`config.mk`:
```
export PLATFORM = sky130hd
export DESIGN_NAME = lc3_regfile_param_flat
export DESIGN_NICKNAME = d
export VERILOG_FILES = /design/src/rtl/lc3_regfile_param_if.sv /design/src/rtl/lc3_regfile_param.sv /design/src/flat_wrapper.sv
export SDC_FILE = /design/constraint.sdc
export NUM_CORES = 1
export LEC_CHECK = 0
export CAP_MARGIN = 40
export CORE_ASPECT_RATIO = 0.6
export CORE_MARGIN = 2
export CORE_UTILIZATION = 25
export CTS_CLUSTER_DIAMETER = 80
export CTS_CLUSTER_SIZE = 16
export DETAILED_ROUTE_END_ITERATION = 8
export GPL_TIMING_DRIVEN = 1
export SLEW_MARGIN = 5
export SYNTH_ARGS = -nofsm -noshare
export SYNTH_HDL_FRONTEND = slang
export SYNTH_SLANG_ARGS = --single-unit
```
`constraint.sdc`:
```
create_clock -name Clk -period 4.1 [get_ports Clk]
set_input_delay 0.82 -clock Clk [delete_from_list [all_inputs] [get_ports Clk]]
set_output_delay 0.82 -clock Clk [all_outputs]
set_load 0.01 [all_outputs]
```
`src/rtl/lc3_regfile_param_if.sv`:
```
// rtl/lc3_regfile_param_if.sv - bus bundle between the LC3 core/debug side and the register file
// Purpose: groups the write, read, view and dump-stream signals of lc3_regfile_param.
// Ports (signal groups):
//   write : Wr_En, Wr_Addr[AW], Wr_Data[WIDTH]
//   read  : Rd1_Addr/Rd1_Data, Rd2_Addr/Rd2_Data, View_Addr/View_Data
//   dump  : Dump_Start, Dump_Ready (to regfile); Dump_Busy, Dump_Valid, Dump_Addr,
//           Dump_Data, Dump_Last (from regfile)
// Modports: master = core/consumer side, slave = register file.
interface lc3_regfile_param_if #(
  parameter int WIDTH = 16,
  parameter int AW    = 3
);
  logic             Wr_En;
  logic [AW-1:0]    Wr_Addr;
  logic [WIDTH-1:0] Wr_Data;
  logic [AW-1:0]    Rd1_Addr;
  logic [WIDTH-1:0] Rd1_Data;
  logic [AW-1:0]    Rd2_Addr;
  logic [WIDTH-1:0] Rd2_Data;
  logic [AW-1:0]    View_Addr;
  logic [WIDTH-1:0] View_Data;
  logic             Dump_Start;
  logic             Dump_Busy;
  logic             Dump_Valid;
  logic             Dump_Ready;
  logic [AW-1:0]    Dump_Addr;
  logic [WIDTH-1:0] Dump_Data;
  logic             Dump_Last;

  modport master (
    output Wr_En, Wr_Addr, Wr_Data, Rd1_Addr, Rd2_Addr, View_Addr, Dump_Start, Dump_Ready,
    input  Rd1_Data, Rd2_Data, View_Data, Dump_Busy, Dump_Valid, Dump_Addr, Dump_Data, Dump_Last
  );

  modport slave (
    input  Wr_En, Wr_Addr, Wr_Data, Rd1_Addr, Rd2_Addr, View_Addr, Dump_Start, Dump_Ready,
    output Rd1_Data, Rd2_Data, View_Data, Dump_Busy, Dump_Valid, Dump_Addr, Dump_Data, Dump_Last
  );
endinterface

```
`src/rtl/lc3_regfile_param.sv`:
```
// rtl/lc3_regfile_param.sv - parametrised LC3 register file with handshaked dump engine
// Purpose: DEPTH x WIDTH register storage with one write port, two combinational operand
//   read ports, a never-bypassed debug view port, and an IDLE/SEND engine that streams every
//   register in address order over a valid/ready handshake without blocking writes.
// Ports:
//   Clk   : clock, rising edge
//   Reset : asynchronous, active-low reset
//   bus   : lc3_regfile_param_if.slave (write, read, view and dump-stream signals)
// Build option: define REGFILE_BYPASS_EN to forward Wr_Data to Rd1_Data/Rd2_Data in the
//   cycle of a matching valid write; View_Data and the dump stream are never forwarded.
module lc3_regfile_param #(
  parameter int WIDTH = 16,
  parameter int DEPTH = 8,
  parameter int AW    = 3
) (
  input  logic               Clk,
  input  logic               Reset,
  lc3_regfile_param_if.slave bus
);

  localparam logic [0:0]    ST_IDLE  = 1'b0;
  localparam logic [0:0]    ST_SEND  = 1'b1;
  localparam logic [AW-1:0] LAST_IDX = AW'(DEPTH - 1);

  logic [WIDTH-1:0] regs_q [DEPTH];
  logic [WIDTH-1:0] regs_d [DEPTH];
  logic [0:0]       state_q, state_d;
  logic [AW-1:0]    ptr_q, ptr_d;
  logic [WIDTH-1:0] dump_data_q, dump_data_d;

  logic             wr_ok;
  logic [AW-1:0]    ptr_nxt;
  logic             dump_valid;
  logic             dump_last;

  // DEPTH need not be a power of two, so addresses above DEPTH-1 are decoded as holes.
  function automatic logic addr_ok(input logic [AW-1:0] a);
    return int'(a) < DEPTH;
  endfunction

  function automatic logic [WIDTH-1:0] rd_reg(input logic [AW-1:0] a);
    if (addr_ok(a)) return regs_q[a];
    return '0;
  endfunction

  assign wr_ok      = bus.Wr_En && addr_ok(bus.Wr_Addr);
  assign ptr_nxt    = ptr_q + AW'(1);
  assign dump_valid = (state_q == ST_SEND);
  assign dump_last  = dump_valid && (ptr_q == LAST_IDX);

  // Storage update: writes are never held off by the dump engine.
  always_comb begin
    for (int i = 0; i < DEPTH; i++) regs_d[i] = regs_q[i];
    if (wr_ok) regs_d[bus.Wr_Addr] = bus.Wr_Data;
  end

  // Dump engine. Captures read regs_q, i.e. the value before this edge's write.
  always_comb begin
    state_d     = state_q;
    ptr_d       = ptr_q;
    dump_data_d = dump_data_q;
    case (state_q)
      ST_IDLE: begin
        if (bus.Dump_Start) begin
          state_d     = ST_SEND;
          ptr_d       = '0;
          dump_data_d = regs_q[0];
        end
      end
      default: begin
        if (bus.Dump_Ready) begin
          if (dump_last) begin
            // Start in this same cycle is deliberately not looked at.
            state_d     = ST_IDLE;
            ptr_d       = '0;
            dump_data_d = '0;
          end else begin
            ptr_d       = ptr_nxt;
            dump_data_d = regs_q[ptr_nxt];
          end
        end
      end
    endcase
  end

  always_ff @(posedge Clk or negedge Reset) begin
    if (!Reset) begin
      for (int i = 0; i < DEPTH; i++) regs_q[i] <= '0;
      state_q     <= ST_IDLE;
      ptr_q       <= '0;
      dump_data_q <= '0;
    end else begin
      for (int i = 0; i < DEPTH; i++) regs_q[i] <= regs_d[i];
      state_q     <= state_d;
      ptr_q       <= ptr_d;
      dump_data_q <= dump_data_d;
    end
  end

`ifdef REGFILE_BYPASS_EN
  assign bus.Rd1_Data = (wr_ok && (bus.Rd1_Addr == bus.Wr_Addr)) ? bus.Wr_Data : rd_reg(bus.Rd1_Addr);
  assign bus.Rd2_Data = (wr_ok && (bus.Rd2_Addr == bus.Wr_Addr)) ? bus.Wr_Data : rd_reg(bus.Rd2_Addr);
`else
  assign bus.Rd1_Data = rd_reg(bus.Rd1_Addr);
  assign bus.Rd2_Data = rd_reg(bus.Rd2_Addr);
`endif
  assign bus.View_Data  = rd_reg(bus.View_Addr);

  assign bus.Dump_Busy  = dump_valid;
  assign bus.Dump_Valid = dump_valid;
  assign bus.Dump_Last  = dump_last;
  assign bus.Dump_Addr  = ptr_q;
  assign bus.Dump_Data  = dump_data_q;

endmodule
```
`src/flat_wrapper.sv`:
```
// flat-port wrapper written by rule: the top's interface ports become plain ports
module lc3_regfile_param_flat 
#(
  parameter int WIDTH = 16,
  parameter int DEPTH = 8,
  parameter int AW    = 3
)
  (Clk, Reset, bus_Wr_En, bus_Wr_Addr, bus_Wr_Data, bus_Rd1_Addr, bus_Rd2_Addr, bus_View_Addr, bus_Dump_Start, bus_Dump_Ready, bus_Rd1_Data, bus_Rd2_Data, bus_View_Data, bus_Dump_Busy, bus_Dump_Valid, bus_Dump_Addr, bus_Dump_Data, bus_Dump_Last);
  lc3_regfile_param_if #(.WIDTH(WIDTH), .AW(AW)) bus_i ();
  input  logic Clk;
  input  logic Reset;
  input wire logic [$bits(bus_i.Wr_En)-1:0] bus_Wr_En;
  input wire logic [$bits(bus_i.Wr_Addr)-1:0] bus_Wr_Addr;
  input wire logic [$bits(bus_i.Wr_Data)-1:0] bus_Wr_Data;
  input wire logic [$bits(bus_i.Rd1_Addr)-1:0] bus_Rd1_Addr;
  input wire logic [$bits(bus_i.Rd2_Addr)-1:0] bus_Rd2_Addr;
  input wire logic [$bits(bus_i.View_Addr)-1:0] bus_View_Addr;
  input wire logic [$bits(bus_i.Dump_Start)-1:0] bus_Dump_Start;
  input wire logic [$bits(bus_i.Dump_Ready)-1:0] bus_Dump_Ready;
  output wire logic [$bits(bus_i.Rd1_Data)-1:0] bus_Rd1_Data;
  output wire logic [$bits(bus_i.Rd2_Data)-1:0] bus_Rd2_Data;
  output wire logic [$bits(bus_i.View_Data)-1:0] bus_View_Data;
  output wire logic [$bits(bus_i.Dump_Busy)-1:0] bus_Dump_Busy;
  output wire logic [$bits(bus_i.Dump_Valid)-1:0] bus_Dump_Valid;
  output wire logic [$bits(bus_i.Dump_Addr)-1:0] bus_Dump_Addr;
  output wire logic [$bits(bus_i.Dump_Data)-1:0] bus_Dump_Data;
  output wire logic [$bits(bus_i.Dump_Last)-1:0] bus_Dump_Last;
  assign bus_i.Wr_En = bus_Wr_En;
  assign bus_i.Wr_Addr = bus_Wr_Addr;
  assign bus_i.Wr_Data = bus_Wr_Data;
  assign bus_i.Rd1_Addr = bus_Rd1_Addr;
  assign bus_i.Rd2_Addr = bus_Rd2_Addr;
  assign bus_i.View_Addr = bus_View_Addr;
  assign bus_i.Dump_Start = bus_Dump_Start;
  assign bus_i.Dump_Ready = bus_Dump_Ready;
  assign bus_Rd1_Data = bus_i.Rd1_Data;
  assign bus_Rd2_Data = bus_i.Rd2_Data;
  assign bus_View_Data = bus_i.View_Data;
  assign bus_Dump_Busy = bus_i.Dump_Busy;
  assign bus_Dump_Valid = bus_i.Dump_Valid;
  assign bus_Dump_Addr = bus_i.Dump_Addr;
  assign bus_Dump_Data = bus_i.Dump_Data;
  assign bus_Dump_Last = bus_i.Dump_Last;
  lc3_regfile_param #(.WIDTH(WIDTH), .DEPTH(DEPTH), .AW(AW)) u_core (.Clk(Clk), .Reset(Reset), .bus(bus_i));
endmodule
```
# After elaboration in Yosys (flattened, before gate mapping)
# Cells that the tools add are included.
[word_totals]
regBits = 148
inputBits = 33
out_inout_bits = 70
elab_cells = 56
[classes]
add_sub_neg = 1
order_cmp = 6
eq_ne = 2
n_mux = 27
bitwise = 5
reduce_logical = 4
[ops]
columns = ["cell", "n"]
rows = [
  ["$mux 16", 13],
  ["$bmux 16 s3", 4],
  ["$bwmux 128", 1],
  ["$demux 16 s3", 1],
  ["$ge 4x4->1 const B", 5],
  ["$not 3->4", 5],
  ["$mux 3", 4],
  ["$lt 4x1->1 const B", 1],
  ["$mux 1", 4],
  ["$add 3x1->3 const B", 1],
  ["$eq 3x3->1 const B", 1],
  ["$logic_and 1x1->1", 2],
  ["$ne 2x2->1 const B", 1],
  ["$reduce_and 2->1", 1],
  ["$reduce_bool 2->1", 1],
]

# Logic depth before layout (Yosys ltp)
# Gate-level depths: netlist of run 1.
[depth]
depth_word = 8
depth_mapped = 8
mapped_depth_nobuf = 6

# Worst setup path before layout of run 1
# Ideal clock, no wire load.
[synth_path]
kind = "input to output"
start = "input bus_Rd1_Addr[0]"
end = "output bus_Rd1_Data[1]"
t_arrival_ns = 1.898
slack_ns = 1.382
path_stages = 4
cell_sequence = "buf_6 -> buf_6 -> mux4_1 -> mux2_2"
[synth_via]
elab_chain_len = 4
[synth_rtl]
columns = ["element", "line", "text"]
rows = [
  ["from (decl)", "flat_wrapper.sv:15", "input wire logic [$bits(bus_i.Rd1_Addr)-1:0] bus_Rd1_Addr;"],
  ["$not 3->4 (implied by the code)", "lc3_regfile_param.sv:42", "if (addr_ok(a)) return regs_q[a];"],
  ["$bmux 16 s3", "lc3_regfile_param.sv:42", ""],
  ["$mux 16 (implied by the code) (2 in a row)", "lc3_regfile_param.sv:42", ""],
  ["to (decl)", "flat_wrapper.sv:20", "output wire logic [$bits(bus_i.Rd1_Data)-1:0] bus_Rd1_Data;"],
]
# Every way passes these cells. The select of a mux whose other input is x is not followed.

# Worst setup path in the final report of run 1
[layout_path]
start = "input bus_Rd2_Addr[1]"
end = "output bus_Rd2_Data[12]"
[layout_via]
elab_chain_len = 4
[layout_rtl]
columns = ["element", "line", "text"]
rows = [
  ["from (decl)", "flat_wrapper.sv:16", "input wire logic [$bits(bus_i.Rd2_Addr)-1:0] bus_Rd2_Addr;"],
  ["$not 3->4 (implied by the code)", "lc3_regfile_param.sv:42", ""],
  ["$bmux 16 s3", "lc3_regfile_param.sv:42", ""],
  ["$mux 16 (implied by the code) (2 in a row)", "lc3_regfile_param.sv:42", ""],
  ["to (decl)", "flat_wrapper.sv:21", "output wire logic [$bits(bus_i.Rd2_Data)-1:0] bus_Rd2_Data;"],
]
# Every way passes these cells. The select of a mux whose other input is x is not followed.

==> results of run 1 <==
==> how the worst max path moves through the flow <==
stage | start | slack (ps) | endpoint | cells past startpoint
floorplan | bus_Rd1_Addr[0] | 1380 | bus_Rd1_Data[1] | 4
global placement | bus_Rd2_Addr[1] | 530 | bus_Rd2_Data[15] | 5
detailed placement | bus_Rd2_Addr[1] | 530 | bus_Rd2_Data[12] | 5
CTS | bus_Rd2_Addr[1] | 530 | bus_Rd2_Data[12] | 5
global route | bus_Rd2_Addr[1] | 500 | bus_Rd2_Data[12] | 5
finish | bus_Rd2_Addr[1] | 530 | bus_Rd2_Data[12] | 5
==> routing by layer <==
layer	global-route usage, %	share of wire [%]	vias to the layer above
met5	0	0	-
met4	4.70	2.0	0
met3	4.15	6.5	38
met2	23.8	46	292
met1	21.5	46	3729
li1	-	-	2994
==> final cells by class <==
type	instances	area [µm²]	area share, %
diodes	1	2.50	0.0203
clock buffers	18	439	3.56
clock inverters	12	155	1.26
inverters	2	7.51	0.0609
multi-input cells	480	6010	48.8
flip-flops and latches	148	3710	30.1
well taps	531	664	5.39
repair buffers	132	1340	10.9
==> placed cells by master, fill, tap and decap left out, types with 4 or more instances in the layout <==
cell type and count:
a21oi_1 17, mux2i_1 80, nor2b_1 4, o21ai_0 16
nand2_1 17, mux4_2 28, clkbuf_16 17, buf_4 21
o21ai_1 4, a22oi_1 32, nor2_1 18, clkdlybuf4s50_1 98
mux2_2 176, mux4_1 68, dfrtp_1 147, buf_12 6
==> sequential cells by signal, summed over array words and instances (netlist names) <==
signal,count
u_core.bus.Dump_Busy,1
u_core.bus.Dump_Addr,3
u_core.regs_q,128
u_core.bus.Dump_Data,16
==> metrics by stage <==
stage               area [µm²]  setup slack (ps)  power, W  utilization (%)
CTS                      12300               530   0.00722             30.7
floorplan                10100              1380   0.00423                -
global route             12300               496   0.00760             30.7
finish                   12300               532   0.00719             30.7
global placement         11700               529   0.00549             29.0
detailed placement       11700               535   0.00558             29.2
==> power by group <==
group | internal [W] | switching, W
combinational | 0.00174 | 0.00149
clock | 0.000967 | 0.000648
sequential | 0.00184 | 0.000499
==> worst register-to-register path: cells and delay by family (launching register included) <==
family	cells	cell delay, ps
AOI/OAI and AO/OA	2	150
adders and majority gates	2	600
buffers and inverters	1	230
DFF	1	590
and+or+nand+nor	2	650
==> cells by family (layout without fill, tap and decap cells) <==
family,after synthesis,in the layout,synth area share [%]
compound gates,71,71,4.37
fa+ha+maj,2,2,0.247
buf+inv,65,164,4.11
flops,148,148,36.5
mux,352,352,51.3
other cells,0,1,0
simple gates,55,55,3.42
==> metrics.cfg, run 1 <==
[place]
gp_congestion=0.738
numPlacedInstances=1293
portBuffers=102
hpwlAfterDp_um=20400

[clock_tree]
ctsHoldBuffers=0
post_cts_resized=0
root_buffer=clkbuf_16
clk_latency_ps=450
cts_tree=built
clk_pin_slew_ps=60
post_cts_buffers=0
cts-htree-levels=4
cts_buffers=17
clock-sinks=148
clk_path_buf_depth=2

[timing]
final_hold_viol_count=0
setup_viol=0
max_slew_margin_pct=48.5
final-max-slew-violation-count=0
worst_pin_slew_ps=772
finalSetupTns_ps=0
finClkSkew_ps=7.32
period_needed_ps=3570
whs_ps=427
post-route-period-util_pct=87.0
fmax_mhz=280
rsz0062_at_grt=false

[finish]
final_cell_count_no_fill=1324
area_growth_pct=21.7
fin_nets=816
drive_above_1_share_pct=35.1
fill_cells=3998

[die]
rows=57
die-area_um2=42200
start_util_pct=25.2
chipWidth_um=264
fp.dieH_um=160
core_area_um2=40200
num_io_pins=103

[flow_run]
maxCapViolations=0

[setup_path]
worstPathCellList=clkdlybuf4s50_1 > buf_12 > mux4_2 > mux2_2 > clkdlybuf4s50_1
r2r_start=u_core.bus.Dump_Addr[0]$_DFFE_PN0P_
worst-path-buf-inv=3
r2r_end=u_core.bus.Dump_Data[10]$_DFFE_PN0P_
slowest_delay_ps=510
path_max_fanout=32
worstSetupPathType=in -> out
cp_data_required_time_ps=3280
rr_worst_depth=7
crit_arrival_ps=2750
crit_slowest_cell=clkdlybuf4s50_1
path_common_cell=clkdlybuf4s50_1
ff2ff_setup_slack_ps=1760
critical_path.top_delay_family=buffers and inverters
start_kind=input pin
cp-end-kind=primary output

[route]
vias=7053
ant_nets=0
drtIter0Drc=727
vias_per_cell=5.33
wirelength_um=32200
drc=0
dr.pass1.iters=5
avgRoutedWirePerCell_um=24.3

[synthesis]
synthTopCellsByCount=mux2_2, dfrtp_1, mux2i_1
synthTopCellsByArea=dfrtp_1, mux2_2, mux4_1
yosysWarningCount=0
ys_seq_area_share_pct=36.5
yosysMostFrequentCell=mux2_2
ys_seq_elements=148
synth_top_area_share_pct=36.5
synth_fp_nets=728
yosysTopAreaCell=dfrtp_1
synthCells=693
synth_edf_count=0
avgSynthCellArea_um2=14.6
synthFlopType=dfrtp_1
synthArstFlopShare_pct=100
syn_area_um2=10100
yosysUniqueCellTypes=31

[global_route]
grt_pass1_wl_um=48100
grt-ovfl-total=0
grt_max_degree=79
antenna_found_initial=1
grt_usage_pct=15.6
grt_pass1_vias=7008

[pwr]
p_leak_nw=5.04
peakVddDrop_v=0.000345
p_per_area_nw_per_um2=583

[status]
status=finished clean

[min_path]
holdCritPathClass=in -> async

(Power assumes the default switching activity.)
==> inputs of run 2 (changes only) <==
- CELL_PAD_IN_SITES_DETAIL_PLACEMENT: unset -> 1
- CELL_PAD_IN_SITES_GLOBAL_PLACEMENT: unset -> 1
- PLACE_DENSITY_LB_ADDON: unset -> 0.1
==> run 2 against run 1 <==
Effect of this change:
- sequential cell count did not move
- register-to-register slack lost 40 ps
- clock power hardly changed
- highest routed layer unchanged
- cell area is 0.21% lower
- die area did not move
==> metrics.cfg, run 2 (synthesis results as in run 1) <==
[status]
status=finished clean

[place]
portBuffers=102  ; unchanged
place_area_um2=11700  ; -0.32%
numPlacedInstances=1290  ; -0.23%
hpwlAfterDp_um=23300  ; +14%
gp_congestion=0.745  ; +1.0%

[setup_path]
critPathCapture=bus_Rd2_Data[13]
worstSetupPathType=in -> out
cp-end-kind=primary output
crit_slowest_cell=clkdlybuf4s50_1
worstPathCellList=clkdlybuf4s50_1 > buf_12 > mux4_2 > mux2_2 > clkdlybuf4s50_1
path_common_cell=clkdlybuf4s50_1
worstSetupStartpoint=bus_Rd2_Addr[1]
worst-path-buf-inv=3  ; unchanged
r2r_start=u_core.bus.Dump_Addr[0]$_DFFE_PN0P_
critical_path.top_delay_family=buffers and inverters
path_max_fanout=32  ; unchanged
slowest_delay_ps=510  ; about the same
crit_arrival_ps=2790  ; +40 ps
cp.depth=5  ; unchanged
cp_data_required_time_ps=3280  ; about the same
ff2ff_setup_slack_ps=1720  ; -40 ps
start_kind=input pin
r2r_end=u_core.bus.Dump_Data[4]$_DFFE_PN0P_
rr_worst_depth=5  ; -2

[route]
wl_met3_um=1270  ; -40%
wirelength_um=37700  ; +17%
wl_met2_um=16800  ; +14%
vias_per_cell=5.34  ; +0.30%
ant_nets=0  ; unchanged
met1_length_um=18800  ; +28%
top_layer=met4
dr.pass1.iters=4  ; -1
drtIter0Drc=470  ; -35%
vias=7069  ; +0.23%
drc=0  ; unchanged
avgRoutedWirePerCell_um=28.5  ; +17%

[timing]
setup_viol=0  ; unchanged
max_slew_margin_pct=46.8  ; -1.7 points
finalSetupTns_ps=0  ; unchanged
post-route-period-util_pct=88.0  ; +0.95 points
final_hold_viol_count=0  ; unchanged
final-max-slew-violation-count=0  ; unchanged
rsz0062_at_grt=false
worst_pin_slew_ps=797  ; +25.2 ps
fmax_mhz=277  ; -1.1%
finClkSkew_ps=9.82  ; +2.50 ps
period_needed_ps=3610  ; +38.8 ps

[pwr]
peakVddDrop_v=0.000381  ; +10%
finalPower_w=0.00733  ; +2.0%
p_leak_nw=5.03  ; -0.32%
p_per_area_nw_per_um2=596  ; +2.2%

[finish]
fin_nets=814  ; -0.25%
area_growth_pct=21.4
most-common-layout-cells=mux2_2, dfrtp_1, clkdlybuf4s50_1, mux2i_1, mux4_1
fill_cells=4245  ; +6.2%
final_common_cell=mux2_2
top_register=u_core.regs_q
drive_above_1_share_pct=34.7  ; -0.38 points
final_cell_count_no_fill=1323  ; -0.076%
largest_reg_flops=128  ; unchanged
final_cell_area_um2=12300  ; -0.21%
diodes=0  ; -1

[clock_tree]
post_cts_resized=0  ; unchanged
post_cts_buffers=0  ; unchanged
cts_tree=built
clk_latency_ps=440  ; about the same
ctsHoldBuffers=0  ; unchanged
clock-sinks=148  ; unchanged
clk_pin_slew_ps=60  ; about the same
root_buffer=clkbuf_16
cts_buffers=17  ; unchanged
cts-htree-levels=4  ; unchanged
clk_path_buf_depth=2  ; unchanged

[die]
start_util_pct=25.2  ; unchanged
die-area_um2=42200  ; unchanged
num_io_pins=103  ; unchanged
core_area_um2=40200  ; unchanged
rows=57  ; unchanged
chipWidth_um=264  ; unchanged
fp.dieH_um=160  ; unchanged

[global_route]
antenna_found_initial=1  ; unchanged
grt-ovfl-total=0  ; unchanged
grt_pass1_wl_um=55300  ; +15%
grt_pass1_vias=7688  ; +9.7%
grt_usage_pct=18.2  ; +2.6 points
grt_max_degree=84  ; +6.3%

[min_path]
holdCritPathClass=in -> async

[flow_run]
maxCapViolations=0  ; unchanged

## run 2: worst min path at each step
| stage | from | cells after the start | endpoint |
|---|---|---|---|
| floorplan | Reset | 0 | u_core.bus.Dump_Addr[0]$_DFFE_PN0P_ |
| global placement | u_core.bus.Dump_Data[4]$_DFFE_PN0P_ | 2 | u_core.bus.Dump_Data[4]$_DFFE_PN0P_ |
| detailed placement | u_core.bus.Dump_Data[2]$_DFFE_PN0P_ | 2 | u_core.bus.Dump_Data[2]$_DFFE_PN0P_ |
| CTS | Reset | 1 | u_core.regs_q[50]$_DFFE_PN0P_ |
| global route | Reset | 2 | u_core.regs_q[50]$_DFFE_PN0P_ |
| finish | Reset | 2 | u_core.regs_q[50]$_DFFE_PN0P_ |
## run 2: layout make-up
| class | count | area [µm²] | area share (%) |
|---|---|---|---|
| Inverter | 2 | 7.51 | 0.0610 |
| Tap cell | 531 | 664 | 5.40 |
| Timing Repair Buffer | 130 | 1330 | 10.8 |
| Clock inverter | 9 | 103 | 0.834 |
| Clock buffer | 23 | 478 | 3.88 |
| Sequential cell | 148 | 3710 | 30.1 |
| Multi-Input combinational cell | 480 | 6010 | 48.9 |
## run 2: where the power goes
part	internal, W	switching [W]
clock	0.000940	0.000665
combinational	0.00171	0.00155
sequential	0.00184	0.000633
total	0.00449	0.00284
## run 2: routing by layer
layer	GRT usage, %	vias up
li1	-	2969
met1	26.0	3879
met2	28.0	177
met3	3.13	44
met4	5.97	0
met5	0	-
## run 2: through the flow
stage / hold WS [ps] / setup WS (ps) / utilization (%)
global placement: 517 / 509 / 29.0
global route: 421 / 440 / 30.6
detailed placement: 524 / 510 / 29.1
CTS: 494 / 500 / 30.5
finish: 390 / 493 / 30.6
floorplan: 521 / 1380 / -
